--- config.mk ---
export PLATFORM = sky130hd
export DESIGN_NAME = bidir_ch_ctrl_flat
export DESIGN_NICKNAME = d
export VERILOG_FILES = /design/src/rtl/bidir_ch_ctrl_pkg.sv /design/src/rtl/bidir_ch_ctrl_if.sv /design/src/rtl/bidir_ch_ctrl_sat_cnt.sv /design/src/rtl/bidir_ch_ctrl.sv /design/src/flat_wrapper.sv
export SDC_FILE = /design/constraint.sdc
export NUM_CORES = 1
export LEC_CHECK = 0
export BUFFER_PORTS_ARGS = -buffer_cell sky130_fd_sc_hd__buf_2
export CAP_MARGIN = 10
export CORE_ASPECT_RATIO = 1.2
export CORE_MARGIN = 3
export CORE_UTILIZATION = 40
export CTS_BUF_LIST = sky130_fd_sc_hd__clkbuf_8
export CTS_CLUSTER_SIZE = 30
export DETAILED_ROUTE_END_ITERATION = 10
export GPL_ROUTABILITY_DRIVEN = 0
export PLACE_DENSITY = 0.6
export SLEW_MARGIN = 25
export SYNTH_ARGS = -nofsm -noshare
export SYNTH_HDL_FRONTEND = slang
export SYNTH_HIERARCHICAL = 1
export SYNTH_SLANG_ARGS = --single-unit
--- constraint.sdc ---
create_clock -name clk -period 1.3 [get_ports clk]
set_input_delay 0.26 -clock clk [delete_from_list [all_inputs] [get_ports clk]]
set_output_delay 0.26 -clock clk [all_outputs]
set_load 0.05 [all_outputs]
--- src/rtl/bidir_ch_ctrl_pkg.sv ---
// Shared state encoding and sizing helpers for the bidirectional channel direction controller.
// Optional statistics counters are enabled by defining BIDIR_STATS_EN.
package bidir_pkg;

  typedef enum logic [2:0] {
    CH_IN   = 3'd0,
    CH_REQ  = 3'd1,
    CH_TURN = 3'd2,
    CH_OUT  = 3'd3,
    CH_REL  = 3'd4
  } ch_state_t;

  localparam int TURN_W = 4;
  localparam int WDOG_W = 10;

  function automatic int hold_w(input int max_hold);
    return $clog2(max_hold + 1);
  endfunction

  // Longest a healthy link can leave both ends requesting before the token must have moved.
  function automatic int wdog_limit(input int max_hold, input int turn_cyc);
    return 2 * (max_hold + turn_cyc + 8);
  endfunction

endpackage

--- src/rtl/bidir_ch_ctrl_if.sv ---
// Handshake and status bundle between a router port and its channel direction controller.
// The stats outputs exist only when BIDIR_STATS_EN is defined.
interface bidir_ch_ctrl_if;
  logic local_req;
  logic pkt_active;
  logic req_i;
  logic rel_i;
  logic req_o;
  logic rel_o;
  logic dir_out;
  logic send_en;
  logic err_o;
`ifdef BIDIR_STATS_EN
  logic [15:0] xfer_cnt;
  logic [15:0] own_cyc;
`endif

  modport slave (
    input  local_req, pkt_active, req_i, rel_i,
    output req_o, rel_o, dir_out, send_en, err_o
`ifdef BIDIR_STATS_EN
    , output xfer_cnt, own_cyc
`endif
  );

  modport master (
    output local_req, pkt_active, req_i, rel_i,
    input  req_o, rel_o, dir_out, send_en, err_o
`ifdef BIDIR_STATS_EN
    , input xfer_cnt, own_cyc
`endif
  );
endinterface

--- src/rtl/bidir_ch_ctrl_sat_cnt.sv ---
// Saturating up-counter with synchronous clear; shared by the hold, turnaround,
// watchdog and statistics counters of bidir_ch_ctrl.
module sat_cnt #(
  parameter int               WIDTH = 4,
  parameter logic [WIDTH-1:0] MAX   = '1
) (
  input  logic             clk,
  input  logic             rst,
  input  logic             clr,
  input  logic             inc,
  output logic [WIDTH-1:0] cnt
);

  // NOTE: reset is synchronous and active-low, so it lives inside the clocked branch, not the sensitivity list.
  always_ff @(posedge clk) begin
    if (!rst) begin
      cnt <= '0;
    end else if (clr) begin
      cnt <= '0;
    end else if (inc && cnt != MAX) begin
      cnt <= cnt + WIDTH'(1);
    end
  end

endmodule

--- src/rtl/bidir_ch_ctrl.sv ---
// Per-end direction controller for one bidirectional inter-router channel: passes the
// drive token via req/rel with a turnaround gap and bounded hold. BIDIR_STATS_EN adds counters.
module bidir_ch_ctrl
  import bidir_pkg::*;
#(
  parameter bit HIGH_PRIO = 1'b0,
  parameter int MAX_HOLD  = 8,
  parameter int TURN_CYC  = 2
) (
  input logic            clk,
  input logic            rst,
  bidir_ch_ctrl_if.slave ch
);

  localparam logic [2:0] S_IN   = CH_IN;
  localparam logic [2:0] S_REQ  = CH_REQ;
  localparam logic [2:0] S_TURN = CH_TURN;
  localparam logic [2:0] S_OUT  = CH_OUT;
  localparam logic [2:0] S_REL  = CH_REL;

  localparam int                HOLD_W     = hold_w(MAX_HOLD);
  localparam logic [HOLD_W-1:0] HOLD_MAX   = HOLD_W'(MAX_HOLD);
  localparam logic [TURN_W-1:0] TURN_LAST  = TURN_W'(TURN_CYC - 1);
  localparam logic [WDOG_W-1:0] WDOG_LIMIT = WDOG_W'(wdog_limit(MAX_HOLD, TURN_CYC));
  localparam logic [2:0]        RST_STATE  = HIGH_PRIO ? S_OUT : S_IN;

  logic [2:0]        state;
  logic [2:0]        state_nxt;
  logic [HOLD_W-1:0] hold_cnt;
  logic [TURN_W-1:0] turn_cnt;
  logic [WDOG_W-1:0] wdog_cnt;
  logic              wdog_cond;
  logic              proto_err;

  // Hold counter is zero outside S_OUT, which gives the clear-on-entry behaviour for free.
  sat_cnt #(.WIDTH(HOLD_W), .MAX(HOLD_MAX)) u_hold (
    .clk(clk), .rst(rst), .clr(state != S_OUT), .inc(ch.req_i), .cnt(hold_cnt)
  );

  sat_cnt #(.WIDTH(TURN_W)) u_turn (
    .clk(clk), .rst(rst), .clr(state != S_TURN), .inc(1'b1), .cnt(turn_cnt)
  );

  assign wdog_cond = (state == S_REQ) && ch.req_i && ch.req_o;

  sat_cnt #(.WIDTH(WDOG_W)) u_wdog (
    .clk(clk), .rst(rst), .clr(!wdog_cond), .inc(1'b1), .cnt(wdog_cnt)
  );

  assign proto_err = (ch.rel_i && (state == S_OUT || state == S_TURN || state == S_REL))
                  || (wdog_cond && wdog_cnt == WDOG_LIMIT);

  // NOTE: every always_comb output gets a default first so no path can infer a latch.
  always_comb begin
    state_nxt = state;
    case (state)
      S_IN: begin
        if (ch.rel_i)          state_nxt = S_TURN;
        else if (ch.local_req) state_nxt = S_REQ;
      end
      S_REQ:  if (ch.rel_i) state_nxt = S_TURN;
      S_TURN: if (turn_cnt == TURN_LAST) state_nxt = S_OUT;
      S_OUT: begin
        // An in-flight packet always blocks release so packets are never split.
        if (ch.req_i && !ch.pkt_active && (!ch.local_req || hold_cnt == HOLD_MAX))
          state_nxt = S_REL;
      end
      S_REL:   state_nxt = ch.local_req ? S_REQ : S_IN;
      default: state_nxt = S_IN;
    endcase
  end

  // Outputs are decoded from the next state so each one leaves a flop.
  always_ff @(posedge clk) begin
    if (!rst) begin
      state      <= RST_STATE;
      ch.req_o   <= 1'b0;
      ch.rel_o   <= 1'b0;
      ch.dir_out <= HIGH_PRIO;
      ch.send_en <= HIGH_PRIO;
      ch.err_o   <= 1'b0;
    end else begin
      state      <= state_nxt;
      ch.req_o   <= (state_nxt == S_REQ);
      ch.rel_o   <= (state_nxt == S_REL);
      ch.dir_out <= (state_nxt == S_OUT);
      ch.send_en <= (state_nxt == S_OUT);
      ch.err_o   <= ch.err_o | proto_err;
    end
  end

`ifdef BIDIR_STATS_EN
  sat_cnt #(.WIDTH(16)) u_xfer (
    .clk(clk), .rst(rst), .clr(1'b0),
    .inc(state == S_TURN && state_nxt == S_OUT), .cnt(ch.xfer_cnt)
  );

  sat_cnt #(.WIDTH(16)) u_own (
    .clk(clk), .rst(rst), .clr(1'b0), .inc(state == S_OUT), .cnt(ch.own_cyc)
  );
`endif

endmodule

--- src/flat_wrapper.sv ---
// flat-port wrapper written by rule: the top's interface ports become plain ports
module bidir_ch_ctrl_flat import bidir_pkg::*;
#(
  parameter bit HIGH_PRIO = 1'b0,
  parameter int MAX_HOLD  = 8,
  parameter int TURN_CYC  = 2
)
  (clk, rst, ch_local_req, ch_pkt_active, ch_req_i, ch_rel_i, ch_req_o, ch_rel_o, ch_dir_out, ch_send_en, ch_err_o);
  bidir_ch_ctrl_if ch_i ();
  input logic clk;
  input logic rst;
  input wire logic [$bits(ch_i.local_req)-1:0] ch_local_req;
  input wire logic [$bits(ch_i.pkt_active)-1:0] ch_pkt_active;
  input wire logic [$bits(ch_i.req_i)-1:0] ch_req_i;
  input wire logic [$bits(ch_i.rel_i)-1:0] ch_rel_i;
  output wire logic [$bits(ch_i.req_o)-1:0] ch_req_o;
  output wire logic [$bits(ch_i.rel_o)-1:0] ch_rel_o;
  output wire logic [$bits(ch_i.dir_out)-1:0] ch_dir_out;
  output wire logic [$bits(ch_i.send_en)-1:0] ch_send_en;
  output wire logic [$bits(ch_i.err_o)-1:0] ch_err_o;
  assign ch_i.local_req = ch_local_req;
  assign ch_i.pkt_active = ch_pkt_active;
  assign ch_i.req_i = ch_req_i;
  assign ch_i.rel_i = ch_rel_i;
  assign ch_req_o = ch_i.req_o;
  assign ch_rel_o = ch_i.rel_o;
  assign ch_dir_out = ch_i.dir_out;
  assign ch_send_en = ch_i.send_en;
  assign ch_err_o = ch_i.err_o;
  bidir_ch_ctrl #(.HIGH_PRIO(HIGH_PRIO), .MAX_HOLD(MAX_HOLD), .TURN_CYC(TURN_CYC)) u_core (.clk(clk), .rst(rst), .ch(ch_i));
endmodule
# Yosys cells after proc, flatten, opt, wreduce, memory -nomap -nowiden
# Cells that the tools add are included.
# word_totals
regBits	25
out_inout_bits	5
word_cells	52
# classes
n_reduce_logical	17
n_addsub	3
eq_ne	15
mux	7
n_bitwise	2
# ops
operator	n
$mux W3	5
$pmux W3 S5	1
$add A10 B1 Y10 const B	1
$eq A10 B6 Y1 const B	1
$ne A10 B10 Y1 const B	1
$eq A3 B2 Y1 const B	3
$add A4 B1 Y4 const B	2
$ne A4 B4 Y1 const B	2
$logic_and A1 B1 Y1	7
$eq A3 B1 Y1 const B	2
$eq A3 B3 Y1 const B	2
$ne A3 B2 Y1 const B	2
$eq A4 B1 Y1 const B	1
$eq A4 B4 Y1 const B	1
$logic_or A1 B1 Y1	4
$reduce_or A2 Y1	2
$logic_not A3 Y1	1
$logic_not A1 Y1	2
$reduce_and A2 Y1	1
$mux W1	1
$not A1 Y1	1
$or A1 B1 Y1	1

# Longest topological paths before layout
# logic_depth
word_depth	6
depth_mapped	5
depth_no_buf	5

# Cells and area by module
# The synthesis kept the hierarchy.
# by_module_without_submodules
module	seq_area_each_um2	n_inst	area_per_inst_um2	cells_each
sat_cnt (u_core.u_wdog)	200.2	1	513.0	58
bidir_ch_ctrl	140.1	1	426.7	44
sat_cnt (u_core.u_hold)	80.1	1	205.2	24
sat_cnt (u_core.u_turn)	80.1	1	191.4	21

# Least setup slack after synthesis
# Ideal clock, no wire load.
# synth_path
kind	register -> register
start	register u_core.u_wdog.cnt[0]
end	register u_core.u_wdog.cnt[5]
synth_period_minus_slack_ns	1.379
arrival_time_ns	1.255
path_buffers	0
path_slack_ns	-0.079
stages_incl_launch_ff	6
setup_ns	0.124
t_required_ns	1.176
path_cell_list	dfxtp_1 ha_1 nand3_2 o311ai_1 xor2_1 nor2_1
# synth_via
elab_chain_cells	1
word_cells_on_any_way	2
cone_classes	1 x add/sub; 1 x eq/ne
# synth_rtl
item	line	source
start: declaration	bidir_ch_ctrl_sat_cnt.sv:11	output logic [WIDTH-1:0] cnt
start signal: assignment	bidir_ch_ctrl_sat_cnt.sv:21	cnt <= cnt + WIDTH'(1);
$add A10 B1 Y10 / $ne A10 B10 Y1 (equally long branches)	bidir_ch_ctrl_sat_cnt.sv:21, bidir_ch_ctrl_sat_cnt.sv:20	
# Several ways; a longest one is shown, not always the timed one.
# A chain may end at the register's enable or synchronous reset.

# Worst setup path after layout
# layout_path
start	register u_core.u_wdog.cnt[1]
end	register u_core.u_wdog.cnt[1]
# The elaborated chain is that of the path after synthesis.

==> metrics <==
status complete, but fails checks; failing checks negative setup slack; placed instance count 222; largest net degree at the start of global routing 15; Final ANT Viol Nets 0; Crit path depth 6; Residual DRC 0; post-DP HPWL 2.214 mm; setup ws final -0.06514 ns; Total Routing Usage GR 0.1632; HP Class input port to register; # IOs 11; RSZ-0062 raised after global routing true; Layout Utilization 0.5949; worst r2r src u_core/u_wdog/cnt[1]; VDD IR max 633.8 uV; final net count 205; R2R cell count 6; Final Setup Violations 10; Worst-Skew Late Latency 0.27 ns; Post-synth EDFFs 0; Final min period 1.365 ns; CTS Buf Count 3; fmax 732.5 MHz; Cells after Synth 147; Core ar. 3138 um2; Max-Cap Viols 0; Clock Skew 0.007469 ns; initial antenna violation count 0; gr ovfl total 0; die width 58.76 um; number of global-route vias before repair 1207; clk buf depth 2; Final Hold Slack 0.2477 ns; Yosys cell types 46; CTS tree done; cell depth of the worst hold path 2; clock tree root buffer cell clkbuf_8; largest area contributor in the netlist dfxtp_1; Layout area overhead 39.70%; FFs w/ async S/R, synth 0; hold worst-path end u_core/state[2]; fin crit share 1.050; Pre-antenna DRT Iters 4; DIE AREA 4073 um2; cell breakdown of the critical path ha_4 > nand3_4 > o31ai_4 > buf_4 > nand3_2 > o21ai_1; Yosys reg bits 25; Hold Vio Cnt, Final 0; Primary FF master, synth dfxtp_1; Crit path required time 1.50 ns; Syn Std Cell Area 1336 um2; CTS clk-pin slew, worst paths 0.09 ns; row count 22; Mean Syn Cell Area 9.090 um2; DR vias/cell 5.374; CTS Hold Bufs 0; CP top delay family compound AO/OA/AOI/OAI gates; first-pass GRT wire length 5.264 mm; fin. max-slew vios 0; CP Launch Type register; top cells by area, synth dfxtp_1 (37%), a21oi_1 (4.9%), a2111oi_4 (4.1%), ha_1 (3.7%), nand2b_1 (3.3%); PD cells 742.7 nW/um2; CTS H-tree lvls 1; clk sink count 25; worst setup path class register to register; YS warnings 6; RR Endpoint u_core/u_wdog/cnt[1]; crit end category register; sequential fraction of the synthesis area 0.3745; Ant. Diodes 0; Post-Layout Cell Count 230; Starting Density 0.4258; Crit Path Max Fanout 6; Tot Pwr 1.386 mW; DRT Wirelength 3.183 mm; drt initial violations 58; post-synth top area share 0.3745; Critical Path AT 1.56 ns; die height 69.32 um; Reg2Reg Setup Slack -0.07 ns; Port Buffers 10; Vias 1236; WL/cell 13.84 um; hold path start ch_local_req; layout cells sized above 1 0.4433; Pleak 0.7125 nW; CP peak stage delay 0.37 ns; CP max stage cell dfxtp_2; WP buf/inv 1
## state kept, by name (all words and copies together), names as in the netlist
register	flops
u_core/u_turn/cnt	4
u_core/u_hold/cnt	4
u_core/ch.send_en	1
u_core/ch.rel_o	1
u_core/state	3
u_core/u_wdog/cnt	10
u_core/ch.req_o	1
u_core/ch.err_o	1
## per-layer routing
layer,vias to the layer above,global-route usage,share of wire
li1,626,-,-
met1,591,0.1984,0.44
met2,14,0.2826,0.52
met3,5,0.02235,0.023
met4,0,0.06045,0.015
met5,-,0,0
## Yosys cell counts (2+ instances only)
cell type / count
nand3_1: 4
ha_1: 4
o21ai_0: 7
xor2_1: 4
nor2_1: 11
o31ai_1: 2
or3_1: 6
o21ai_1: 2
nand3b_1: 3
nand4_1: 6
a211oi_1: 2
a21oi_1: 13
nand2_1: 4
nor2b_1: 2
nor3_1: 6
a31oi_1: 2
nand2b_1: 7
dfxtp_1: 25
inv_1: 7
a2111oi_4: 2
nand4_2: 2
and3b_1: 2
## kinds of logic (layout without fill, tap and decap cells)
family,after synthesis,count (layout),synth area share
DFF,25,25,0.3745
muxes,1,1,0.008426
AOI/OAI and AO/OA,37,37,0.2135
adders and majority gates,4,4,0.03745
buffers and inverters,10,47,0.03183
and+or+nand+nor,65,65,0.3053
other,1,11,0.002806
xor gates and xnor gates,4,4,0.02621
## report_power, final
| part | total, mW | switching (mW) | internal [mW] |
|---|---|---|---|
| combinational | 0.130 | 0.0776 | 0.0522 |
| sequential | 0.785 | 0.0136 | 0.771 |
| clock | 0.472 | 0.257 | 0.215 |
## final cells by class
type,count,area [um2]
Sequential cell,25,528.0
Timing Repair Buffer,36,256.5
Clock inverter,1,5.005
Multi-Input combinational cell,122,964.7
Fill cell,287,1271
Tap cell,36,45.04
Inverter,7,26.28
Clock buffer,3,41.29
## layout by cell type, fill, tap and decap left out, drive strengths merged, types with 4 or more instances in the layout
cell / count
nand2: 4
nand2b: 7
nand3: 5
nor3: 6
buf: 36
xor2: 4
inv: 7
conb: 11
or3: 6
o21ai: 9
ha: 4
nand4: 8
a21oi: 13
dfxtp: 25
nor2: 11
## worst max-delay path by stage
| stage | to | start | slack, ns |
|---|---|---|---|
| CTS | u_core/u_wdog/cnt[0] | u_core/u_wdog/cnt[0] | -0.09 |
| global route | u_core/u_wdog/cnt[1] | u_core/u_wdog/cnt[1] | -0.15 |
| floorplan | u_core/ch.rel_o | u_core/u_hold/cnt[2] | -0.03 |
| global placement | u_core/ch.rel_o | u_core/u_hold/cnt[1] | -0.01 |
| finish | u_core/u_wdog/cnt[1] | u_core/u_wdog/cnt[1] | -0.07 |
| detailed placement | u_core/u_wdog/cnt[0] | u_core/u_wdog/cnt[4] | -0.08 |
## metrics by stage
stage                     worst slack [ns]   TNS, ns  area [um2]
after floorplan                   -0.02658  -0.02658        1390
after detailed placement          -0.08064   -0.3618        1634
after global placement            -0.01032  -0.04215        1634
final                             -0.06514   -0.3113        1867
after CTS                         -0.09280   -0.3188        1752
after global routing               -0.1509    -1.138        1867
## timing repair
action                                  4_1_cts  5_1_grt
resized for setup                            13       31
buffers inserted                              2        2
hold endpoints to repair                      0        0
endpoints found under the setup margin       12       24
pin swaps                                     8        9
Power figures use the tool's default switching activity.
